==> src/rtl/parking_gate_ctrl.sv <==
// Parking-lot gate controller: arbitrates entry/exit button edges one car at a time,
// sequences the gate-open pulse and owns the remaining-space count.
module parking_gate_ctrl #(
    parameter int unsigned CAPACITY        = 12,
    parameter int unsigned GATE_CYCLES     = 4,
    parameter int unsigned COOLDOWN_CYCLES = 2
) (
    input  logic       clk,
    input  logic       rst,
    input  logic       entry_req,
    input  logic       exit_req,
    output logic [3:0] remain,
    output logic       entry_open,
    output logic       exit_open,
    output logic       full,
    output logic       empty,
    output logic       busy,
    output logic [1:0] reject
);

    localparam int unsigned TimerMax = (GATE_CYCLES > COOLDOWN_CYCLES) ? GATE_CYCLES
                                                                        : COOLDOWN_CYCLES;
    localparam int unsigned TimerW   = (TimerMax > 1) ? $clog2(TimerMax) : 1;

    localparam logic [3:0]        Cap       = 4'(CAPACITY);
    localparam logic [TimerW-1:0] GateLoad  = TimerW'(GATE_CYCLES - 1);
    localparam logic [TimerW-1:0] CoolLoad  = TimerW'(COOLDOWN_CYCLES - 1);

    typedef enum logic [1:0] {
        StIdle,
        StEntryOpen,
        StExitOpen,
        StCooldown
    } state_e;

    state_e            state_q, state_d;
    logic [TimerW-1:0] timer_q, timer_d;
    logic [3:0]        remain_q, remain_d;
    logic              entry_open_q, entry_open_d;
    logic              exit_open_q, exit_open_d;
    logic [1:0]        reject_q, reject_d;
    logic              pend_entry_q, pend_entry_d;
    logic              pend_exit_q, pend_exit_d;
    logic              entry_hist_q, exit_hist_q;
    logic              last_grant_entry_q, last_grant_entry_d;

    logic entry_edge, exit_edge;
    logic clr_entry, clr_exit;
    logic pick_entry;

    assign entry_edge = entry_req & ~entry_hist_q;
    assign exit_edge  = exit_req & ~exit_hist_q;

    always_comb begin
        state_d            = state_q;
        timer_d            = timer_q;
        remain_d           = remain_q;
        entry_open_d       = entry_open_q;
        exit_open_d        = exit_open_q;
        reject_d           = 2'b00;
        last_grant_entry_d = last_grant_entry_q;
        clr_entry          = 1'b0;
        clr_exit           = 1'b0;
        pick_entry         = 1'b0;

        case (state_q)
            StIdle: begin
                if (pend_entry_q || pend_exit_q) begin
                    // On a tie, serve the direction that did not win last time.
                    pick_entry         = pend_entry_q && (!pend_exit_q || !last_grant_entry_q);
                    last_grant_entry_d = pick_entry;
                    if (pick_entry) begin
                        clr_entry = 1'b1;
                        if (remain_q == 4'd0) begin
                            reject_d = 2'b10;
                        end else begin
                            state_d      = StEntryOpen;
                            entry_open_d = 1'b1;
                            timer_d      = GateLoad;
                        end
                    end else begin
                        clr_exit = 1'b1;
                        if (remain_q == Cap) begin
                            reject_d = 2'b01;
                        end else begin
                            state_d     = StExitOpen;
                            exit_open_d = 1'b1;
                            timer_d     = GateLoad;
                        end
                    end
                end
            end
            StEntryOpen: begin
                if (timer_q == '0) begin
                    entry_open_d = 1'b0;
                    remain_d     = remain_q - 4'd1;
                    state_d      = StCooldown;
                    timer_d      = CoolLoad;
                end else begin
                    timer_d = timer_q - 1'b1;
                end
            end
            StExitOpen: begin
                if (timer_q == '0) begin
                    exit_open_d = 1'b0;
                    remain_d    = remain_q + 4'd1;
                    state_d     = StCooldown;
                    timer_d     = CoolLoad;
                end else begin
                    timer_d = timer_q - 1'b1;
                end
            end
            StCooldown: begin
                if (timer_q == '0) begin
                    state_d = StIdle;
                end else begin
                    timer_d = timer_q - 1'b1;
                end
            end
            default: begin
                state_d      = StIdle;
                entry_open_d = 1'b0;
                exit_open_d  = 1'b0;
                timer_d      = '0;
            end
        endcase

        // A fresh edge wins over a same-cycle clear.
        pend_entry_d = (pend_entry_q & ~clr_entry) | entry_edge;
        pend_exit_d  = (pend_exit_q & ~clr_exit) | exit_edge;
    end

    always_ff @(posedge clk) begin
        if (rst) begin
            state_q            <= StIdle;
            timer_q            <= '0;
            remain_q           <= Cap;
            entry_open_q       <= 1'b0;
            exit_open_q        <= 1'b0;
            reject_q           <= 2'b00;
            pend_entry_q       <= 1'b0;
            pend_exit_q        <= 1'b0;
            entry_hist_q       <= 1'b0;
            exit_hist_q        <= 1'b0;
            last_grant_entry_q <= 1'b0;
        end else begin
            state_q            <= state_d;
            timer_q            <= timer_d;
            remain_q           <= remain_d;
            entry_open_q       <= entry_open_d;
            exit_open_q        <= exit_open_d;
            reject_q           <= reject_d;
            pend_entry_q       <= pend_entry_d;
            pend_exit_q        <= pend_exit_d;
            entry_hist_q       <= entry_req;
            exit_hist_q        <= exit_req;
            last_grant_entry_q <= last_grant_entry_d;
        end
    end

    assign remain     = remain_q;
    assign entry_open = entry_open_q;
    assign exit_open  = exit_open_q;
    assign reject     = reject_q;
    assign full       = (remain_q == 4'd0);
    assign empty      = (remain_q == Cap);
    assign busy       = (state_q != StIdle);

endmodule

==> config.mk <==
export PLATFORM = sky130hd
export DESIGN_NAME = parking_gate_ctrl
export DESIGN_NICKNAME = d
export VERILOG_FILES = /design/src/rtl/parking_gate_ctrl.sv
export SDC_FILE = /design/constraint.sdc
export NUM_CORES = 1
export LEC_CHECK = 0
export CORE_MARGIN = 1.5
export CORE_UTILIZATION = 60
export CTS_BUF_LIST = sky130_fd_sc_hd__clkbuf_8
export CTS_CLUSTER_DIAMETER = 60
export DETAILED_ROUTE_END_ITERATION = 16
export MAX_ROUTING_LAYER = met4
export PLACE_DENSITY = 0.84
export SLEW_MARGIN = 20
export SYNTH_ARGS = -nofsm -noshare
export SYNTH_HDL_FRONTEND = slang
export SYNTH_SLANG_ARGS = --single-unit
export TNS_END_PERCENT = 50
==> constraint.sdc <==
create_clock -name clk -period 3.5 [get_ports clk]
set_input_delay 0.35 -clock clk [delete_from_list [all_inputs] [get_ports clk]]
set_output_delay 0.35 -clock clk [all_outputs]
set_load 0.02 [all_outputs]
# After elaboration in Yosys (flattened, before gate mapping)
# Index checks and enable logic that the tools add are counted.
# word_totals
inputBits	4
output_inout_bits	11
word_cells	97
ff_bits	17
# op_classes
mux	35
eq_ne	16
add_sub_neg	3
bitwise	12
reduce_logical	20
# ops
op	n
2-bit 2-to-1 mux	14
2-bit != test, second input constant	9
5-bit AND reduction	3
1-bit 2-to-1 mux	14
2-bit case mux with 3 select lines	2
4-bit 2-to-1 mux	2
4-bit case mux with 2 select lines	1
2-bit nonzero test	4
3-bit != test, second input constant	2
1-bit NOT	6
4-bit by 1-bit adder with 4-bit output, second input constant	1
1-bit AND	4
2-bit == test, second input constant	2
4-bit == test, second input constant	1
2-bit zero test	2
4-bit zero test	1
1-bit case mux with 2 select lines	2
4-bit AND reduction	1
4-bit by 1-bit subtractor with 4-bit output, second input constant	1
3-bit AND reduction	1
3-bit OR reduction	1
2-bit by 1-bit == test with 1-bit output, second input constant	1
1-bit zero test	2
1-bit logical OR	2
6 further kinds	7

# Logic depth before layout (Yosys ltp)
# Gate-level depths: netlist (run 1).
# logic_depth
word_depth	9
ltp_mapped	8
mapped_depth_nobuf	8

# Worst setup path after synthesis (run 1)
# Ideal clock, no wire load.
# synth_timing
kind	flip-flop to flip-flop
startpoint	reg state_q[0]
endpoint	reg remain_q[3] (netlist: remain[3])
path_stages_with_launch	9
arrival_ps	1836
synth_period_minus_slack_ps	1896
slack_ps	1604
path_buffers	0
required_time_ps	3440
setup_ps	60
path_cell_list	dfxtp_1 -> inv_1 -> ha_1 -> inv_1 -> ha_1 -> and3b_1 -> a311oi_1 -> mux2i_1 -> o311a_1
# synth_via
elab_chain_cells	3
elab_cells_between_ends	7
classes_between	4 x eq/ne; 1 x mux; 2 x reduce/logical
# synth_lines
element	line	rtl
start, declared	36	state_e state_q, state_d;
start signal, assigned	135	state_q <= StIdle;
start signal, assigned	147	state_q <= state_d;
2-bit by 1-bit == test with 1-bit output or 2-bit == test (tied branches)	66	case (state_q)
2-bit != test (no source line) or 2-bit nonzero test (tied branches)	n/a	
3-bit AND reduction (no source line)	n/a	
end signal, assigned	137	remain_q <= Cap;
end signal, assigned	149	remain_q <= remain_d;
end, declared	38	logic [3:0] remain_q, remain_d;
# Several ways; a longest one is shown, not always the timed one.
# A chain may end at the register's enable or synchronous reset.

# Worst setup path after layout (run 1)
# layout_timing
startpoint	reg remain_q[0] (netlist: remain[0])
endpoint	out full
# layout_via
elab_chain_cells	1
# layout_lines
element	line	rtl
4-bit zero test	165	assign full = (remain_q == 4'd0);
end, declared	15	output logic full,
# No other way between the ends.

==> run_results.csv, run 1 <==
group,metric,value,unit
outcome,outcome,"complete, no violations",
synthesis,synthCells,121,
routing,wirelength,2250,microns
final_layout,area_delta_synth_final,16.5,%
grt,busiest_layer,"met2",
timing,fmax,435,MHz
synthesis,ys_ff_latch,17,
critical_path,cp.arrival,1.95,ns
flow_run,cap_violations,0,
synthesis,synth_common_cells,"dfxtp_1 (17), nor2_1 (10), a21oi_1 (9), ha_1 (9), inv_1 (9)",
pwr,intPower,0.574,mW
grt,antenna_found_initial,0,
place,port_buffers,14,
synthesis,synth_most_common_cell,"dfxtp_1",
floorplanning,dieArea,2040,sq um
grt,grt_overflow,0,
critical_path,required,3.15,ns
floorplanning,fp-row-count,15,
routing,drc_errors,0,
synthesis,synth_seq_area_share,0.320,
final_layout,stdcell_count,152,
final_layout,drive_gt1_frac,0.0741,
timing,slew_headroom,0.601,
clock_network,postCtsHoldBufs,0,
synthesis,synth_enable_flop_cells,0,
synthesis,synth_top_area_cell,"dfxtp_1",
clock_network,cts.sinks,17,
place,dp_hpwl,1640,microns
pwr,p_comb_frac,0.560,
grt,use_met3,0.0360,
place,placed_cells,148,
synthesis,syn_avg_cell_area,8.80,sq um
timing,hold_viol_final,0,
routing,final_antenna_net_count,0,
synthesis,synth_area_leaders,"dfxtp_1 (32%), ha_1 (11%), a21oi_1 (4.2%)",
final_layout,final_util,0.734,
critical_path,cp-start-kind,"flip-flop",
timing,fin_worst_skew,0.00541,ns
grt,grt.met2_usage,0.389,
critical_path,crit_fanout,7,
final_layout,n_fill_cell,124,
critical_path,cp-end-kind,"primary output",
critical_path,path_class,"reg2out",
timing,post-route-period-util,0.657,
clock_network,numCtsBuffers,3,
floorplanning,num_io_pins,15,
routing,avgViaCountPerCell,6.31,
routing,dr.first_iter.drc_count,37,
floorplanning,die_x,45.1,microns
grt,grt_usage,0.263,
floorplanning,initial_core_util,0.630,
pwr,power_frac_seq,0.296,
floorplanning,fp.dieH,45.1,microns
routing,drt_pass1_iterations,6,
pwr,swShare,0.426,
synthesis,synth-main-ff-cell,"dfxtp_1",
pwr,ir_drop,0.472,mV
grt,grt_pass1_vias,867,
pwr,fin_total_pwr,1.00,mW
synthesis,yosys.cell_types.count,41,
timing,fin_setup_tns,0,ns
clock_network,clock_latency,0.25,ns
clock_network,cts_resized,0,
timing,setup_viol,0,
final_layout,antenna_cells,0,
grt,grt_max_degree,18,
grt,use_met1,0.359,
clock_network,h-tree-depth,1,
timing,maxSlewViolCount,0,
timing,timing.hold.ws,0.475,ns
pwr,clockPowerShare,0.144,
hold_path,min_path_type,"reg2reg",
clock_network,clk_path_buf_depth,2,
place,gp_congestion,0.858,
synthesis,async_flop_share,0,
synthesis,syn_nets,134,
clock_network,post_cts_buffers,0,
timing,tightest_slew,0.597,ns
timing,layout_min_cycle_time,2.30,ns
pwr,p_leak,0.505,nW
grt,grt_pass1_wl,3880,microns
final_layout,nets,149,
clock_network,tritoncts,"yes",
synthesis,yosysWarningCount,0,
floorplanning,design.core.area,1690,sq um
routing,vias,959,
clock_network,cts_root_buf,"clkbuf_8",
pwr,power_switching,0.426,mW
clock_network,clk_pin_slew,0.07,ns
synthesis,yosys.area.top_type_share,0.320,
synthesis,syn_area,1060,sq um
timing,rsz0062_at_grt,"false",
pwr,p_per_area,807,nW/um^2
routing,wl_per_cell,14.8,microns
-- critical path: stages (launching register included) --
cell,delay (ns)
dfxtp_1,0.40
nor4_2,0.58
clkdlybuf4s50_1,0.71
-- through the flow --
stage          cell area [sq um]  setup WS (ns)
2_1_floorplan               1060           1.60
3_3_place_gp                1190           1.39
3_5_place_dp                1190           1.35
4_1_cts                     1240           1.23
5_1_grt                     1240           1.11
6_report                    1240           1.20
-- placed cells by master (no fill, tap or decap), types with 2 or more instances in the layout --
cell type,n
o211ai_1,2
nand2b_1,6
nor2b_1,3
o21ai_1,3
nand2_1,7
a221oi_1,2
xor2_1,2
dfxtp_1,17
mux2i_1,3
a311oi_1,2
nor3_1,3
ha_1,9
nand3_1,3
o21ai_0,3
inv_1,10
and3_1,2
or3_1,3
nor2_1,10
a21oi_1,9
clkdlybuf4s50_1,14
clkbuf_8,3
-- power groups by stage --
stage	clock network [mW]	registers [mW]	logic, mW
3_3_place_gp	0	0.295	0.533
3_5_place_dp	0	0.300	0.550
2_1_floorplan	0	0.316	0.385
4_1_cts	0.147	0.296	0.554
5_1_grt	0.158	0.304	0.612
6_report	0.144	0.296	0.560
-- layout make-up --
cell class	count	area (sq um)	share of cell area
well taps	17	21.3	0.0172
multi-input cells	90	656	0.529
clock inverters	1	3.75	0.00303
repair buffers	14	140	0.113
clock buffers	3	41.3	0.0333
inverters	10	37.5	0.0303
flip-flops and latches	17	340	0.274
-- worst paths after layout --
check | endpoint | slack [ns] | depth (start not counted) | from
max reg2reg | remain[3] | 1.34 | 8 | state_q[0]
min reg2reg | pend_entry_q | 0.48 | 2 | entry_hist_q
min | pend_entry_q | 0.48 | 2 | entry_hist_q
max | full | 1.20 | 2 | remain[0]
-- routing by layer --
metal | share of wire | routed length [microns]
met2 | 0.46 | 1040
met1 | 0.46 | 1040
met5 | 0 | 0
met3 | 0.053 | 118
met4 | 0.024 | 55
-- state kept, by name, indices dropped and copies added, names as in the netlist --
name                flops
entry_hist_q            1
entry_open              1
exit_hist_q             1
exit_open               1
last_grant_entry_q      1
pend_entry_q            1
pend_exit_q             1
reject                  2
remain                  4
state_q                 2
timer_q                 2
-- cells by family after synthesis --
family                   count (synthesis)  share of synthesized area
adder cells (fa/ha/maj)                  9                      0.106
AND/OR/NAND/NOR                         43                      0.243
XOR/XNOR                                 3                     0.0247
multiplexers                             3                     0.0282
flip-flops                              17                      0.320
AO/OA/AOI/OAI                           32                      0.214
buffers and inverters                   14                     0.0646
Power figures use the tool's default switching activity.
==> inputs of run 2 (changes only) <==
Settings changed: CORE_UTILIZATION 60 to 56, PLACE_DENSITY 0.84 to 0.79.
Clock period 3.5 ns to 2.25 ns, I/O delays scaled along.
==> run 2 against run 1 <==
- critical path type unchanged
- highest routed layer unchanged
- critical path depth did not move
- largest cell class unchanged
- global-route usage down 2.4 points
- count of clock-buffer cells in the layout unchanged
==> run_results.csv, run 2 (synthesized netlist as in run 1, its figures left out) <==
group,metric,value,unit
timing,hold_viol_final,0,
timing,tightest_slew,0.433,ns
grt,grt_pass1_wl,3600,microns
floorplanning,fp-row-count,15,
critical_path,crit_fanout,8,
timing,fmax,466,MHz
routing,drt_pass1_iterations,4,
routing,wl_per_cell,13.6,microns
place,gp_congestion,0.859,
final_layout,layout_common_cells,"dfxtp_1 (17), clkdlybuf4s50_1 (14), inv_1 (10), nor2_1 (10)",
pwr,swShare,0.423,
timing,post-route-period-util,0.953,
timing,fin_setup_tns,0,ns
clock_network,h-tree-depth,1,
pwr,power_frac_seq,0.296,
final_layout,nets,150,
critical_path,cp-start-kind,"flip-flop",
flow_run,cap_violations,0,
routing,avgViaCountPerCell,5.90,
final_layout,antenna_cells,0,
routing,vias,950,
floorplanning,initial_core_util,0.604,
timing,slew_headroom,0.710,
floorplanning,design.core.area,1760,sq um
clock_network,clk_pin_slew,0.07,ns
clock_network,numCtsBuffers,3,
timing,setup_viol,0,
critical_path,required,2.03,ns
pwr,p_comb_frac,0.555,
clock_network,tritoncts,"yes",
pwr,power_switching,0.655,mW
clock_network,postCtsHoldBufs,0,
place,dp_hpwl,1600,microns
place,port_buffers,14,
clock_network,clock_latency,0.26,ns
timing,maxSlewViolCount,0,
clock_network,cts_resized,0,
pwr,p_per_area,1230,nW/um^2
pwr,fin_total_pwr,1.55,mW
hold_path,min_path_type,"reg2reg",
final_layout,area_delta_synth_final,18.1,%
routing,final_antenna_net_count,0,
timing,fin_worst_skew,0.00253,ns
grt,antenna_found_initial,0,
floorplanning,dieArea,2170,sq um
timing,layout_min_cycle_time,2.14,ns
pwr,p_leak,0.510,nW
grt,grt_overflow,0,
critical_path,cp.arrival,1.92,ns
outcome,outcome,"complete, no violations",
clock_network,clk_path_buf_depth,2,
pwr,ir_drop,0.863,mV
clock_network,cts.sinks,17,
routing,drc_errors,0,
timing,rsz0062_at_grt,"false",
grt,grt_pass1_vias,797,
clock_network,cts_root_buf,"clkbuf_8",
grt,grt_max_degree,13,
final_layout,n_fill_cell,142,
floorplanning,num_io_pins,15,
floorplanning,fp.dieH,46.6,microns
routing,dr.first_iter.drc_count,34,
critical_path,cp-end-kind,"primary output",
critical_path,path_class,"reg2out",
final_layout,drive_gt1_frac,0.0809,
final_layout,final_common_cell,"dfxtp_1",
clock_network,post_cts_buffers,0,
floorplanning,die_x,46.6,microns
pwr,clockPowerShare,0.149,
final_layout,largest_reg_flops,4,
grt,grt_usage,0.240,
pwr,intPower,0.894,mW
routing,wirelength,2190,microns
==> run 2: per-layer routing <==
layer	up-vias	GRT usage	routed length [microns]
met1	431	0.335	1020
met3	6	0.0471	179
met5	-	-	0
met2	49	0.333	946
li1	464	-	-
met4	0	0.0971	48
==> run 2: critical path, cell delays in order, from the launching register on <==
cell and delay, ns:
dfxtp_1 0.48, nor4bb_4 0.50, clkdlybuf4s50_1 0.69
==> run 2: area by class of cell <==
cell class | instances | area, sq um | share of cell area
Multi-Input combinational cell | 90 | 656 | 0.521
Sequential cell | 17 | 340 | 0.271
Timing Repair Buffer | 15 | 148 | 0.117
Clock buffer | 3 | 41.3 | 0.0328
Inverter | 10 | 37.5 | 0.0299
Tap cell | 25 | 31.3 | 0.0249
Clock inverter | 1 | 3.75 | 0.00299
==> run 2: path summary, 6_finish.rpt <==
| check | slack (ns) | cells after the start | endpoint | start |
|---|---|---|---|---|
| hold reg to reg | 0.49 | 2 | pend_exit_q | exit_hist_q |
| hold / removal | 0.49 | 2 | pend_exit_q | exit_hist_q |
| setup reg to reg | 0.18 | 8 | remain[3] | state_q[0] |
| setup / recovery | 0.11 | 2 | empty | remain[3] |
==> run 2: power by group through the flow <==
stage	registers (mW)	clock network, mW	logic [mW]
final	0.459	0.230	0.860
after global routing	0.473	0.239	0.939
after CTS	0.458	0.230	0.851
after detailed placement	0.464	0	0.844
after global placement	0.460	0	0.829
after floorplan	0.492	0	0.598
==> run 2: metrics by stage <==
stage / instance area [sq um] / hold slack, ns / util / setup WS (ns) / std cells
floorplan: 1060 / 0.353 / - / 0.354 / 121
finish: 1260 / 0.487 / 0.713 / 0.105 / 161
global route: 1260 / 0.516 / 0.713 / 0.00159 / 161
global placement: 1210 / 0.480 / 0.687 / 0.281 / 157
CTS: 1260 / 0.497 / 0.713 / 0.121 / 161
detailed placement: 1210 / 0.485 / 0.687 / 0.216 / 157
